[config.mk]
export PLATFORM = sky130hd
export DESIGN_NAME = ecg_sample_uart_tx
export DESIGN_NICKNAME = d
export VERILOG_FILES = /design/src/rtl/ecg_sample_uart_tx.sv
export SDC_FILE = /design/constraint.sdc
export NUM_CORES = 1
export LEC_CHECK = 0
export BUFFER_PORTS_ARGS = -buffer_cell sky130_fd_sc_hd__buf_2
export CORE_UTILIZATION = 62
export CTS_CLUSTER_DIAMETER = 200
export DETAILED_ROUTE_END_ITERATION = 8
export PLACE_DENSITY = 0.76
export REMOVE_ABC_BUFFERS = 1
export SYNTH_ARGS = -nofsm -noshare
export SYNTH_HDL_FRONTEND = slang
export SYNTH_SLANG_ARGS = --single-unit
[constraint.sdc]
create_clock -name clk -period 3.2 [get_ports clk]
set_input_delay 0.16 -clock clk [delete_from_list [all_inputs] [get_ports clk]]
set_output_delay 0.16 -clock clk [all_outputs]
set_load 0.01 [all_outputs]
[src/rtl/ecg_sample_uart_tx.sv]
// Buffers 12-bit ADC samples in a FIFO and sends each one as a 2-byte 8N1 UART packet.
// Latency: dv -> tx falls 2 clocks later; no backpressure, full FIFO drops the sample and sets overflow.
module ecg_sample_uart_tx #(
  parameter int FCLK       = 100_000_000,
  parameter int BAUD       = 115200,
  parameter int FIFO_DEPTH = 16
) (
  input  logic                          clk,
  input  logic                          rst,
  input  logic [11:0]                   data,
  input  logic                          dv,
  output logic                          tx,
  output logic                          busy,
  output logic                          overflow,
  output logic [$clog2(FIFO_DEPTH):0]   fifo_count
);

  localparam int CLKS_PER_BIT = (FCLK + BAUD / 2) / BAUD;
  localparam int AW           = $clog2(FIFO_DEPTH);
  localparam int CBW          = $clog2(CLKS_PER_BIT);
  localparam logic [AW:0]     FULL_CNT = FIFO_DEPTH[AW:0];
  localparam logic [CBW-1:0]  BIT_LAST = CBW'(CLKS_PER_BIT - 1);

  typedef enum logic [1:0] {IDLE, START, DATA, STOP} state_t;

  state_t          state;
  logic [11:0]     mem [FIFO_DEPTH];
  logic [AW-1:0]   wr_ptr;
  logic [AW-1:0]   rd_ptr;
  logic [11:0]     hold;
  logic [7:0]      shift;
  logic [CBW-1:0]  baud_cnt;
  logic [2:0]      bit_idx;
  logic            byte_idx;
  logic            pop;
  logic            push;
  logic            bit_end;

  assign pop     = (state == IDLE) && (fifo_count != '0);
  assign push    = dv && ((fifo_count != FULL_CNT) || pop);
  assign bit_end = (baud_cnt == BIT_LAST);

  always_ff @(posedge clk) begin
    if (push) mem[wr_ptr] <= data;
  end

  always_ff @(posedge clk or posedge rst) begin
    if (rst) begin
      wr_ptr     <= '0;
      rd_ptr     <= '0;
      fifo_count <= '0;
      overflow   <= 1'b0;
    end else begin
      if (push) wr_ptr <= wr_ptr + 1'b1;
      if (pop)  rd_ptr <= rd_ptr + 1'b1;
      if (push && !pop)      fifo_count <= fifo_count + 1'b1;
      else if (pop && !push) fifo_count <= fifo_count - 1'b1;
      if (dv && !push) overflow <= 1'b1;
    end
  end

  // tx/busy are registered from the current state, so every bit period keeps its exact length.
  always_ff @(posedge clk or posedge rst) begin
    if (rst) begin
      state    <= IDLE;
      tx       <= 1'b1;
      busy     <= 1'b0;
      hold     <= '0;
      shift    <= '0;
      baud_cnt <= '0;
      bit_idx  <= '0;
      byte_idx <= 1'b0;
    end else begin
      busy <= (state != IDLE);
      case (state)
        IDLE: begin
          tx <= 1'b1;
          if (pop) begin
            hold     <= mem[rd_ptr];
            shift    <= {3'b100, mem[rd_ptr][11:7]};
            byte_idx <= 1'b0;
            baud_cnt <= '0;
            state    <= START;
          end
        end
        START: begin
          tx <= 1'b0;
          if (bit_end) begin
            baud_cnt <= '0;
            bit_idx  <= '0;
            state    <= DATA;
          end else begin
            baud_cnt <= baud_cnt + 1'b1;
          end
        end
        DATA: begin
          tx <= shift[bit_idx];
          if (bit_end) begin
            baud_cnt <= '0;
            if (bit_idx == 3'd7) state <= STOP;
            else                 bit_idx <= bit_idx + 1'b1;
          end else begin
            baud_cnt <= baud_cnt + 1'b1;
          end
        end
        STOP: begin
          tx <= 1'b1;
          if (bit_end) begin
            baud_cnt <= '0;
            if (!byte_idx) begin
              shift    <= {1'b0, hold[6:0]};
              byte_idx <= 1'b1;
              state    <= START;
            end else begin
              state <= IDLE;
            end
          end else begin
            baud_cnt <= baud_cnt + 1'b1;
          end
        end
        default: state <= IDLE;
      endcase
    end
  end

endmodule

==> results of run 1 <==
registers in the layout, indices dropped and copies added (netlist names), 2 cells and up:
signal      flops
mem           192
baud_cnt       10
shift           8
hold            7
fifo_count      5
rd_ptr          4
wr_ptr          4
bit_idx         3
state           2
layer usage:
layer	up-vias	GRT usage, %	wire, um
li1	2279	-	-
met1	2544	31.0	7400
met2	181	42.7	9790
met3	41	4.05	1110
met4	0	8.17	546
met5	-	0	0
critical path, delay by kind of cell (launching register included):
family,cells,cell delay (ns)
AO/OA/AOI/OAI,2,0.35
AND/OR/NAND/NOR,3,0.30
buffers and inverters,4,0.66
flip-flops,1,0.41
adder cells (fa/ha/maj),3,0.80
XOR/XNOR,2,0.26
cell families after synthesis:
group / Yosys count / share of synthesized area [%]
AO/OA/AOI/OAI: 65 / 5.18
multiplexers: 77 / 13.4
adder cells (fa/ha/maj): 18 / 2.36
flip-flops: 239 / 70.4
XOR/XNOR: 19 / 1.69
buffers and inverters: 36 / 1.87
AND/OR/NAND/NOR: 95 / 5.11
repair_timing:
action / in CTS / in global routing
endpoints found under the setup margin: 0 / 0
resized for setup: 0 / 0
hold endpoints to repair: 105 / 0
hold buffers: 8 / 0
where the power goes:
part | total [mW] | switching (mW) | internal (mW)
clock network | 2.66 | 1.13 | 1.53
registers | 3.83 | 0.151 | 3.68
logic | 0.759 | 0.466 | 0.293
total | 7.25 | 1.75 | 5.50
layout by cell type, fill, tap and decap left out, types with 10 or more instances in the layout:
| cell type | instances |
|---|---|
| ha_1 | 17 |
| dfrtp_1 | 45 |
| edfxtp_1 | 192 |
| mux2i_1 | 27 |
| and3_1 | 12 |
| buf_2 | 22 |
| nand2_1 | 25 |
| clkbuf_16 | 25 |
| mux4_2 | 31 |
| xnor2_1 | 16 |
| a22oi_1 | 10 |
| nor2_1 | 20 |
| buf_4 | 12 |
| mux2_2 | 10 |
cell type report:
type / count / area, um2 / share of cell area [%]
clock buffer: 33 / 656 / 5.95
timing repair buffer: 42 / 280 / 2.54
clock inverter: 11 / 96.3 / 0.875
tap: 211 / 264 / 2.40
multi-input combinational: 274 / 2730 / 24.8
inverter: 11 / 41.3 / 0.375
sequential: 239 / 6940 / 63.1
final timing paths:
kind / startpoint / endpoint / slack (ns)
hold reg to reg: overflow / overflow / 0.47
hold / removal: data[8] / mem[15][8] / 0.02
min in group asynchronous: rst / baud_cnt[9] / 0.42
setup reg to reg: state[0] / fifo_count[4] / 0.31
max in group asynchronous: rst / rd_ptr[0] / 2.11
setup / recovery: state[0] / fifo_count[4] / 0.31
stage by stage:
step | worst slack, ns | util [%] | total power, mW | instances | instance area, um2
after floorplan | 0.229 | - | 4.32 | 524 | 9720
after global placement | 0.472 | 66.2 | 4.58 | 769 | 10200
after detailed placement | 0.328 | 66.2 | 4.65 | 769 | 10200
after CTS | 0.293 | 71.6 | 7.29 | 821 | 11000
after global routing | 0.0249 | 71.6 | 7.49 | 821 | 11000
final | 0.315 | 71.6 | 7.25 | 821 | 11000
==> impl_metrics.env, run 1 <==
export IMPL_status="complete, no violations"
export IMPL_synth_commonest_cells="edfxtp_1 (192), dfrtp_1 (46), mux4_2 (31)"
export IMPL_cts_max_level=1
export IMPL_hold_viol_final=0
export IMPL_cp_max_fo=10
export IMPL_synth_top_area_share_pct=58.5
export IMPL_wl_um=18800
export IMPL_gp_congestion=0.797
export IMPL_critPathKind="reg -> reg"
export IMPL_clock_sinks=239
export IMPL_synth_area_top_cells="edfxtp_1 (58%), dfrtp_1 (12%), mux4_2 (7.1%)"
export IMPL_fin_skew_ns=0.0167
export IMPL_vias=5045
export IMPL_finalSetupViolCount=0
export IMPL_path_cells="inv_1 -> ha_1 -> inv_1 -> nand3_1 -> nand2_1 -> clkinv_1 -> ha_1 -> inv_1 -> ha_1 -> a21o_1 -> a21oi_1 -> xnor2_1 -> nor2_1 -> xnor2_1"
export IMPL_layout_min_cycle_time_ns=2.89
export IMPL_synth_edf_count=192
export IMPL_grt_usage_pct=24.3
export IMPL_slowest_stage="dfrtp_1"
export IMPL_grt_pass1_wl_um=29000
export IMPL_maxSlewViolCount=0
export IMPL_n_fill_cell=976
export IMPL_holdPathStages=1
export IMPL_drtIter0Drc=371
export IMPL_fmax_mhz=347
export IMPL_die_area_um2=16400
export IMPL_period_share_pct=90.2
export IMPL_nets=626
export IMPL_crit_arrival_ns=3.29
export IMPL_power_leakage_nw=3.85
export IMPL_rsz0062_at_grt="false"
export IMPL_drtAntennaViolNets=0
export IMPL_first_pass_iters=5
export IMPL_cts_root_buf="clkbuf_16"
export IMPL_synth_cell_type_count=50
export IMPL_slew_headroom_pct=34.7
export IMPL_maxCapViolCount=0
export IMPL_ys_seq_elements=239
export IMPL_synth_most_common_cell="edfxtp_1"
export IMPL_postCtsSetupBuffers=0
export IMPL_dp_hpwl_um=11700
export IMPL_cts_buffers=25
export IMPL_synth_largest_area_cell="edfxtp_1"
export IMPL_die_h_um=128
export IMPL_startpoint_type="register"
export IMPL_irDropWorstVdd_v=0.000552
export IMPL_cpPeakStageDelay_ns=0.41
export IMPL_pin_count=23
export IMPL_clkTransAtPathRegs_ns=0.06
export IMPL_cp_data_required_time_ns=3.60
export IMPL_timing_hold_ws_ns=0.0227
export IMPL_cellPowerDensity_nw_per_um2=658
export IMPL_async_flop_share_pct=19.7
export IMPL_grt_pass1_vias=5196
export IMPL_antenna_found_initial=0
export IMPL_r2r_cells=14
export IMPL_grt_max_degree=48
export IMPL_yosysWarnings=0
export IMPL_tritoncts="done"
export IMPL_seq_area_frac_synth_pct=70.4
export IMPL_port_buffers=22
export IMPL_die_w_um=128
export IMPL_gr_total_overflow=0
export IMPL_wl_per_cell_um=23.0
export IMPL_detail_route_vias_per_cell=6.14
export IMPL_syn_avg_cell_area_um2=18.0
export IMPL_syn_area_um2=9860
export IMPL_std_cell_rows=45
export IMPL_hold_class="in -> reg"
export IMPL_worstMarginPinSlew_ns=0.978
export IMPL_ys_flop_type="edfxtp_1"
export IMPL_drc=0
export IMPL_area_growth_pct=11.7
export IMPL_syn_inst=549
export IMPL_core_um2=15400
export IMPL_endpoint_kind="register"
export IMPL_final_layout_size_suffix_gt1_share_pct=19.7
export IMPL_worstSkewPairLatency_ns=0.52
export IMPL_fin_setup_tns_ns=0
export IMPL_insertedDiodeCount=0
export IMPL_start_util_pct=64.1
export IMPL_clockBufferDepth=3
No activity file was read; power rests on OpenSTA's default activity.
==> inputs of run 2 (changes only) <==
--- a/config.mk
+++ b/config.mk
@@ -9,7 +9,7 @@
 export CORE_UTILIZATION = 62
 export CTS_CLUSTER_DIAMETER = 200
 export DETAILED_ROUTE_END_ITERATION = 8
-export PLACE_DENSITY = 0.76
+export PLACE_DENSITY = 0.79
 export REMOVE_ABC_BUFFERS = 1
 export SYNTH_ARGS = -nofsm -noshare
 export SYNTH_HDL_FRONTEND = slang
==> run 2 against run 1 <==
Net effect:
- global-route usage rose by 1.7 points
- count of clock-buffer cells in the layout fell by 2
- wire length rose by 5.4%
- hold slack improved by 0.0011 ns
- clock skew fell by 0.0023 ns
- die area did not move
- cell count rose by 0.73%
- via count rose by 2.0%
- power rose by 2.8%
- non-clock buffer count rose by 4
- highest routed layer unchanged
==> impl_metrics.env, run 2 (synthesized netlist as in run 1, its figures left out) <==
export IMPL_vias=5147
export IMPL_min_delay_start="data[1]"
export IMPL_largest_reg_flops=192
export IMPL_wl_per_cell_um=24.0
export IMPL_wl_um=19900
export IMPL_irDropWorstVdd_v=0.000652
export IMPL_tritoncts="done"
export IMPL_fin_skew_ns=0.0144
export IMPL_worstMarginPinSlew_ns=1.03
export IMPL_first_pass_iters=5
export IMPL_area_growth_pct=12.9
export IMPL_pin_count=23
export IMPL_drc=0
export IMPL_startpoint_type="register"
export IMPL_nets=630
export IMPL_layout_commonest_cell="edfxtp_1"
export IMPL_r2r_setup_slack_ns=0.27
export IMPL_path_delay_family="adder cells"
export IMPL_drtIter0Drc=408
export IMPL_final_cell_mix="edfxtp_1 (192), dfrtp_1 (44), mux4_2 (31)"
export IMPL_cp_max_fo=10
export IMPL_slew_headroom_pct=31.2
export IMPL_cellPowerDensity_nw_per_um2=669
export IMPL_cp_depth=14
export IMPL_n_fill_cell=915
export IMPL_status="complete, no violations"
export IMPL_layout_min_cycle_time_ns=2.93
export IMPL_antenna_found_initial=0
export IMPL_reg2reg_from="state[0]"
export IMPL_cpPeakStageDelay_ns=0.41
export IMPL_std_cell_rows=45
export IMPL_grt_max_degree=48
export IMPL_cp_data_required_time_ns=3.61
export IMPL_multi_input_area_um2=2730
export IMPL_maxCapViolCount=0
export IMPL_clkTransAtPathRegs_ns=0.06
export IMPL_place_area_um2=10200
export IMPL_die_h_um=128
export IMPL_fmax_mhz=341
export IMPL_grt_pass1_wl_um=30700
export IMPL_power_leakage_nw=3.90
export IMPL_clockBufferDepth=3
export IMPL_grt_pass1_vias=5283
export IMPL_die_area_um2=16400
export IMPL_r2r_cells=14
export IMPL_crit_buf_inv=4
export IMPL_slowest_stage="dfrtp_1"
export IMPL_holdPathStages=1
export IMPL_final_cell_area_um2=11100
export IMPL_worstSkewPairLatency_ns=0.53
export IMPL_cts_root_buf="clkbuf_16"
export IMPL_regMostFlops="mem"
export IMPL_start_util_pct=64.1
export IMPL_cts_buffers=25
export IMPL_gp_congestion=0.773
export IMPL_insertedDiodeCount=0
export IMPL_critPathKind="reg -> reg"
export IMPL_port_buffers=22
export IMPL_rsz0062_at_grt="false"
export IMPL_period_share_pct=91.6
export IMPL_drtAntennaViolNets=0
export IMPL_finalWorstSetupSlack_ns=0.268
export IMPL_detail_route_vias_per_cell=6.22
export IMPL_grt_usage_pct=26.0
export IMPL_r2r_end="fifo_count[4]"
export IMPL_endpoint_kind="register"
export IMPL_hold_class="in -> reg"
export IMPL_die_w_um=128
export IMPL_final_layout_size_suffix_gt1_share_pct=20.0
export IMPL_hold_viol_final=0
export IMPL_gr_total_overflow=0
export IMPL_path_cells="inv_1 -> ha_1 -> inv_1 -> nand3_1 -> nand2_1 -> clkinv_1 -> ha_1 -> inv_1 -> ha_1 -> a21o_1 -> a21oi_1 -> xnor2_1 -> nor2_1 -> xnor2_1"
export IMPL_core_um2=15400
export IMPL_place_ws_ns=0.318
export IMPL_clock_sinks=239
export IMPL_reg_top3="mem: 192 flops, baud_cnt: 10 flops, shift: 8 flops"
export IMPL_crit_arrival_ns=3.34
export IMPL_dp_hpwl_um=11900
export IMPL_fin_setup_tns_ns=0
export IMPL_finalSetupViolCount=0
export IMPL_whs_endpoint="mem[14][1]"
export IMPL_ctsResizeCount=0
export IMPL_maxSlewViolCount=0
export IMPL_register_area_um2=6950
export IMPL_cts_max_level=1
==> run 2: cell count changes in the layout (fill, tap and decap cells not counted), sizes merged <==
cell / previous run / this run
clkinv: 9 / 12
dlygate4sd3: 8 / 11
bufinv: 1 / 3
clkbuf: 33 / 31
buf: 34 / 35
clkinvlp: 1 / 0
==> run 2: worst max-delay path by stage <==
stage	slack, ns	endpoint	from
2_1_floorplan	0.23	hold[2]	rd_ptr[0]
3_3_place_gp	0.46	fifo_count[4]	state[0]
3_5_place_dp	0.32	fifo_count[4]	state[0]
4_1_cts	0.29	fifo_count[4]	state[0]
5_1_grt	0.03	fifo_count[4]	state[0]
6_report	0.27	fifo_count[4]	state[0]
==> run 2: routing by layer <==
metal / GRT usage, % / share of wire, %
met5: 0 / 0
met4: 8.72 / 3.2
met3: 3.96 / 4.6
met2: 46.4 / 52
met1: 32.7 / 40
==> run 2: final cells by class <==
type | count | share of cell area, %
clock buffer | 31 | 5.82
clock inverter | 15 | 1.44
inverter | 11 | 0.371
multi-input combinational | 274 | 24.5
sequential | 239 | 62.4
tap | 211 | 2.37
timing repair buffer | 46 | 3.08
==> run 2: metrics by stage <==
step                      util, %  hold slack (ns)  power [mW]  instances
after floorplan                 -            0.259        4.32        524
after global placement       66.5            0.447        4.58        770
after detailed placement     66.5            0.453        4.64        770
after CTS                    72.4          0.00230        7.48        827
after global routing         72.4           0.0204        7.69        827
final                        72.4           0.0238        7.45        827
==> run 2: power breakdown <==
part           leakage (nW)  switching [mW]  internal [mW]
clock network         0.401            1.17           1.69
registers              2.30           0.158           3.68
logic                  1.20           0.461          0.295
==> run 2: what timing repair did <==
action                    4_1_cts  5_1_grt
setup buffers                   0        0
hold endpoints to repair      140        0
hold buffers                   11        0
==> run 2: worst reg2reg max path, stage by stage, from the launching register on <==
cell,delay [ns]
dfrtp_1,0.41
inv_1,0.11
ha_1,0.22
inv_1,0.15
nand3_1,0.09
nand2_1,0.15
clkinv_1,0.25
ha_1,0.29
inv_1,0.14
ha_1,0.29
a21o_1,0.19
a21oi_1,0.17
xnor2_1,0.14
nor2_1,0.07
xnor2_1,0.13
==> inputs of run 3 (changes only) <==
--- a/config.mk
+++ b/config.mk
@@ -6,10 +6,10 @@
 export NUM_CORES = 1
 export LEC_CHECK = 0
 export BUFFER_PORTS_ARGS = -buffer_cell sky130_fd_sc_hd__buf_2
-export CORE_UTILIZATION = 62
+export CAP_MARGIN = 20
+export CORE_UTILIZATION = 45
 export CTS_CLUSTER_DIAMETER = 200
 export DETAILED_ROUTE_END_ITERATION = 8
-export PLACE_DENSITY = 0.79
 export REMOVE_ABC_BUFFERS = 1
 export SYNTH_ARGS = -nofsm -noshare
 export SYNTH_HDL_FRONTEND = slang
==> run 3 against run 2 <==
Net effect:
- worst setup slack improved by 0.071 ns
- sequential cell count unchanged
- largest power group unchanged
- wire length is 4.3% lower
- critical path depth did not move
- count of clock-buffer cells in the layout down 1
- register-to-register slack better by 0.07 ns
- clock skew up 0.0030 ns
==> impl_metrics.env, run 3 (synthesized netlist as in run 1, its figures left out) <==
export IMPL_status="complete, no violations"
export IMPL_slew_headroom_pct=51.0
export IMPL_regMostFlops="mem"
export IMPL_largest_reg_flops=192
export IMPL_fin_setup_tns_ns=0
export IMPL_grt_max_degree=48
export IMPL_insertedDiodeCount=0
export IMPL_maxSlewViolCount=0
export IMPL_cts_buffers=25
export IMPL_critPathKind="reg -> reg"
export IMPL_worstSkewPairLatency_ns=0.52
export IMPL_drtIter0Drc=228
export IMPL_vias=4916
export IMPL_crit_path_end="fifo_count[4]"
export IMPL_grt_pass1_wl_um=29600
export IMPL_gp_congestion=0.727
export IMPL_grt_pass1_vias=5192
export IMPL_drc=0
export IMPL_rsz0062_at_grt="false"
export IMPL_port_buffers=22
export IMPL_fmax_mhz=350
export IMPL_clkTransAtPathRegs_ns=0.06
export IMPL_die_area_um2=22500
export IMPL_gr_total_overflow=0
export IMPL_area_growth_pct=13.4
export IMPL_antenna_found_initial=0
export IMPL_cp_max_fo=10
export IMPL_r2r_cells=14
export IMPL_final_layout_size_suffix_gt1_share_pct=21.4
export IMPL_startpoint_type="register"
export IMPL_min_delay_start="data[4]"
export IMPL_power_leakage_nw=3.90
export IMPL_cts_max_level=1
export IMPL_first_pass_iters=4
export IMPL_r2r_setup_slack_ns=0.34
export IMPL_core_um2=21200
export IMPL_grt_usage_pct=17.8
export IMPL_cp_startpoint="state[0]"
export IMPL_layout_min_cycle_time_ns=2.86
export IMPL_finalSetupViolCount=0
export IMPL_n_fill_cell=1721
export IMPL_r2r_end="fifo_count[4]"
export IMPL_cellPowerDensity_nw_per_um2=659
export IMPL_tritoncts="done"
export IMPL_period_share_pct=89.4
export IMPL_hold_viol_final=0
export IMPL_wl_per_cell_um=21.4
export IMPL_std_cell_rows=53
export IMPL_worstMarginPinSlew_ns=0.734
export IMPL_crit_arrival_ns=3.25
export IMPL_final_util_pct=52.7
export IMPL_nets=630
export IMPL_fin_skew_ns=0.0174
export IMPL_reg2reg_from="state[0]"
export IMPL_reg_top3="mem: 192 flops, baud_cnt: 10 flops, shift: 8 flops"
export IMPL_cts_root_buf="clkbuf_16"
export IMPL_dp_hpwl_um=11600
export IMPL_drtAntennaViolNets=0
export IMPL_hold_class="in -> reg"
export IMPL_layout_commonest_cell="edfxtp_1"
export IMPL_die_h_um=150
export IMPL_pin_count=23
export IMPL_cp_data_required_time_ns=3.59
export IMPL_maxCapViolCount=0
export IMPL_postCtsSetupBuffers=0
export IMPL_irDropWorstVdd_v=0.000556
export IMPL_clock_sinks=239
export IMPL_wl_um=19000
export IMPL_detail_route_vias_per_cell=5.54
export IMPL_clockBufferDepth=3
export IMPL_final_cell_mix="edfxtp_1 (192), dfrtp_1 (44), mux4_2 (31)"
export IMPL_start_util_pct=46.5
export IMPL_endpoint_kind="register"
export IMPL_die_w_um=150
-- run 3: changes by cell type in the layout (fill, tap and decap cells not counted), sizes merged --
| cell | before | now |
|---|---|---|
| buf | 35 | 44 |
| clkinv | 12 | 9 |
| bufinv | 3 | 2 |
| clkbuf | 31 | 30 |
| dlygate4sd3 | 11 | 2 |
| clkinvlp | 0 | 1 |
-- run 3: layer usage --
layer  track usage [%]  vias up  share of wire, %
met3              2.50       25               3.5
met4              4.65        0               2.0
li1                  -     2285                 -
met5                 0        -                 0
met2              30.8       66                50
met1              23.5     2540                44
-- run 3: cell type report --
| type | instances | area (um2) | area share, % |
|---|---|---|---|
| timing repair buffer | 46 | 333 | 2.98 |
| multi-input combinational | 274 | 2730 | 24.4 |
| clock inverter | 12 | 106 | 0.951 |
| inverter | 11 | 45.0 | 0.403 |
| clock buffer | 30 | 674 | 6.03 |
| sequential | 239 | 6950 | 62.1 |
| tap | 275 | 344 | 3.08 |
-- run 3: what timing repair did --
action                                  in CTS  in global routing
endpoints found under the setup margin       0                  1
endpoints found under the hold margin       47                  0
resized for setup                            0                  1
hold buffers                                 2                  0
-- run 3: through the flow --
step | setup WS (ns) | power (mW) | instance area, um2 | cells | hold slack, ns
after floorplan | 0.229 | 4.32 | 9720 | 524 | 0.259
after global placement | 0.460 | 4.61 | 10400 | 842 | 0.453
after detailed placement | 0.297 | 4.66 | 10400 | 842 | 0.466
after CTS | 0.289 | 7.43 | 11200 | 886 | 0.00175
after global routing | 0.0556 | 7.62 | 11200 | 887 | 0.0184
final | 0.339 | 7.36 | 11200 | 887 | 0.0203
-- run 3: where the power goes --
| group | internal (mW) | switching [mW] |
|---|---|---|
| clock | 1.64 | 1.12 |
| sequential | 3.68 | 0.150 |
| combinational | 0.311 | 0.460 |
| total | 5.63 | 1.73 |
-- run 3: critical path, cell delays in order (launching register included) --
cell and delay, ns:
dfrtp_1 0.42, inv_1 0.11, ha_1 0.22, inv_1 0.15, nand3_1 0.09, nand2_1 0.18, clkinvlp_4 0.21, ha_1 0.26
inv_1 0.15, ha_1 0.29, a21o_1 0.19, a21oi_1 0.17, xnor2_1 0.14, nor2_1 0.07, xnor2_1 0.13
-- run 3: worst min-delay path by stage --
stage,to,cells past startpoint,slack (ns)
finish,mem[8][4],1,0.02
global route,mem[8][2],1,0.02
CTS,mem[8][4],1,0.002
detailed placement,overflow,2,0.47
global placement,fifo_count[2],2,0.45
floorplan,mem[0][0],0,0.26
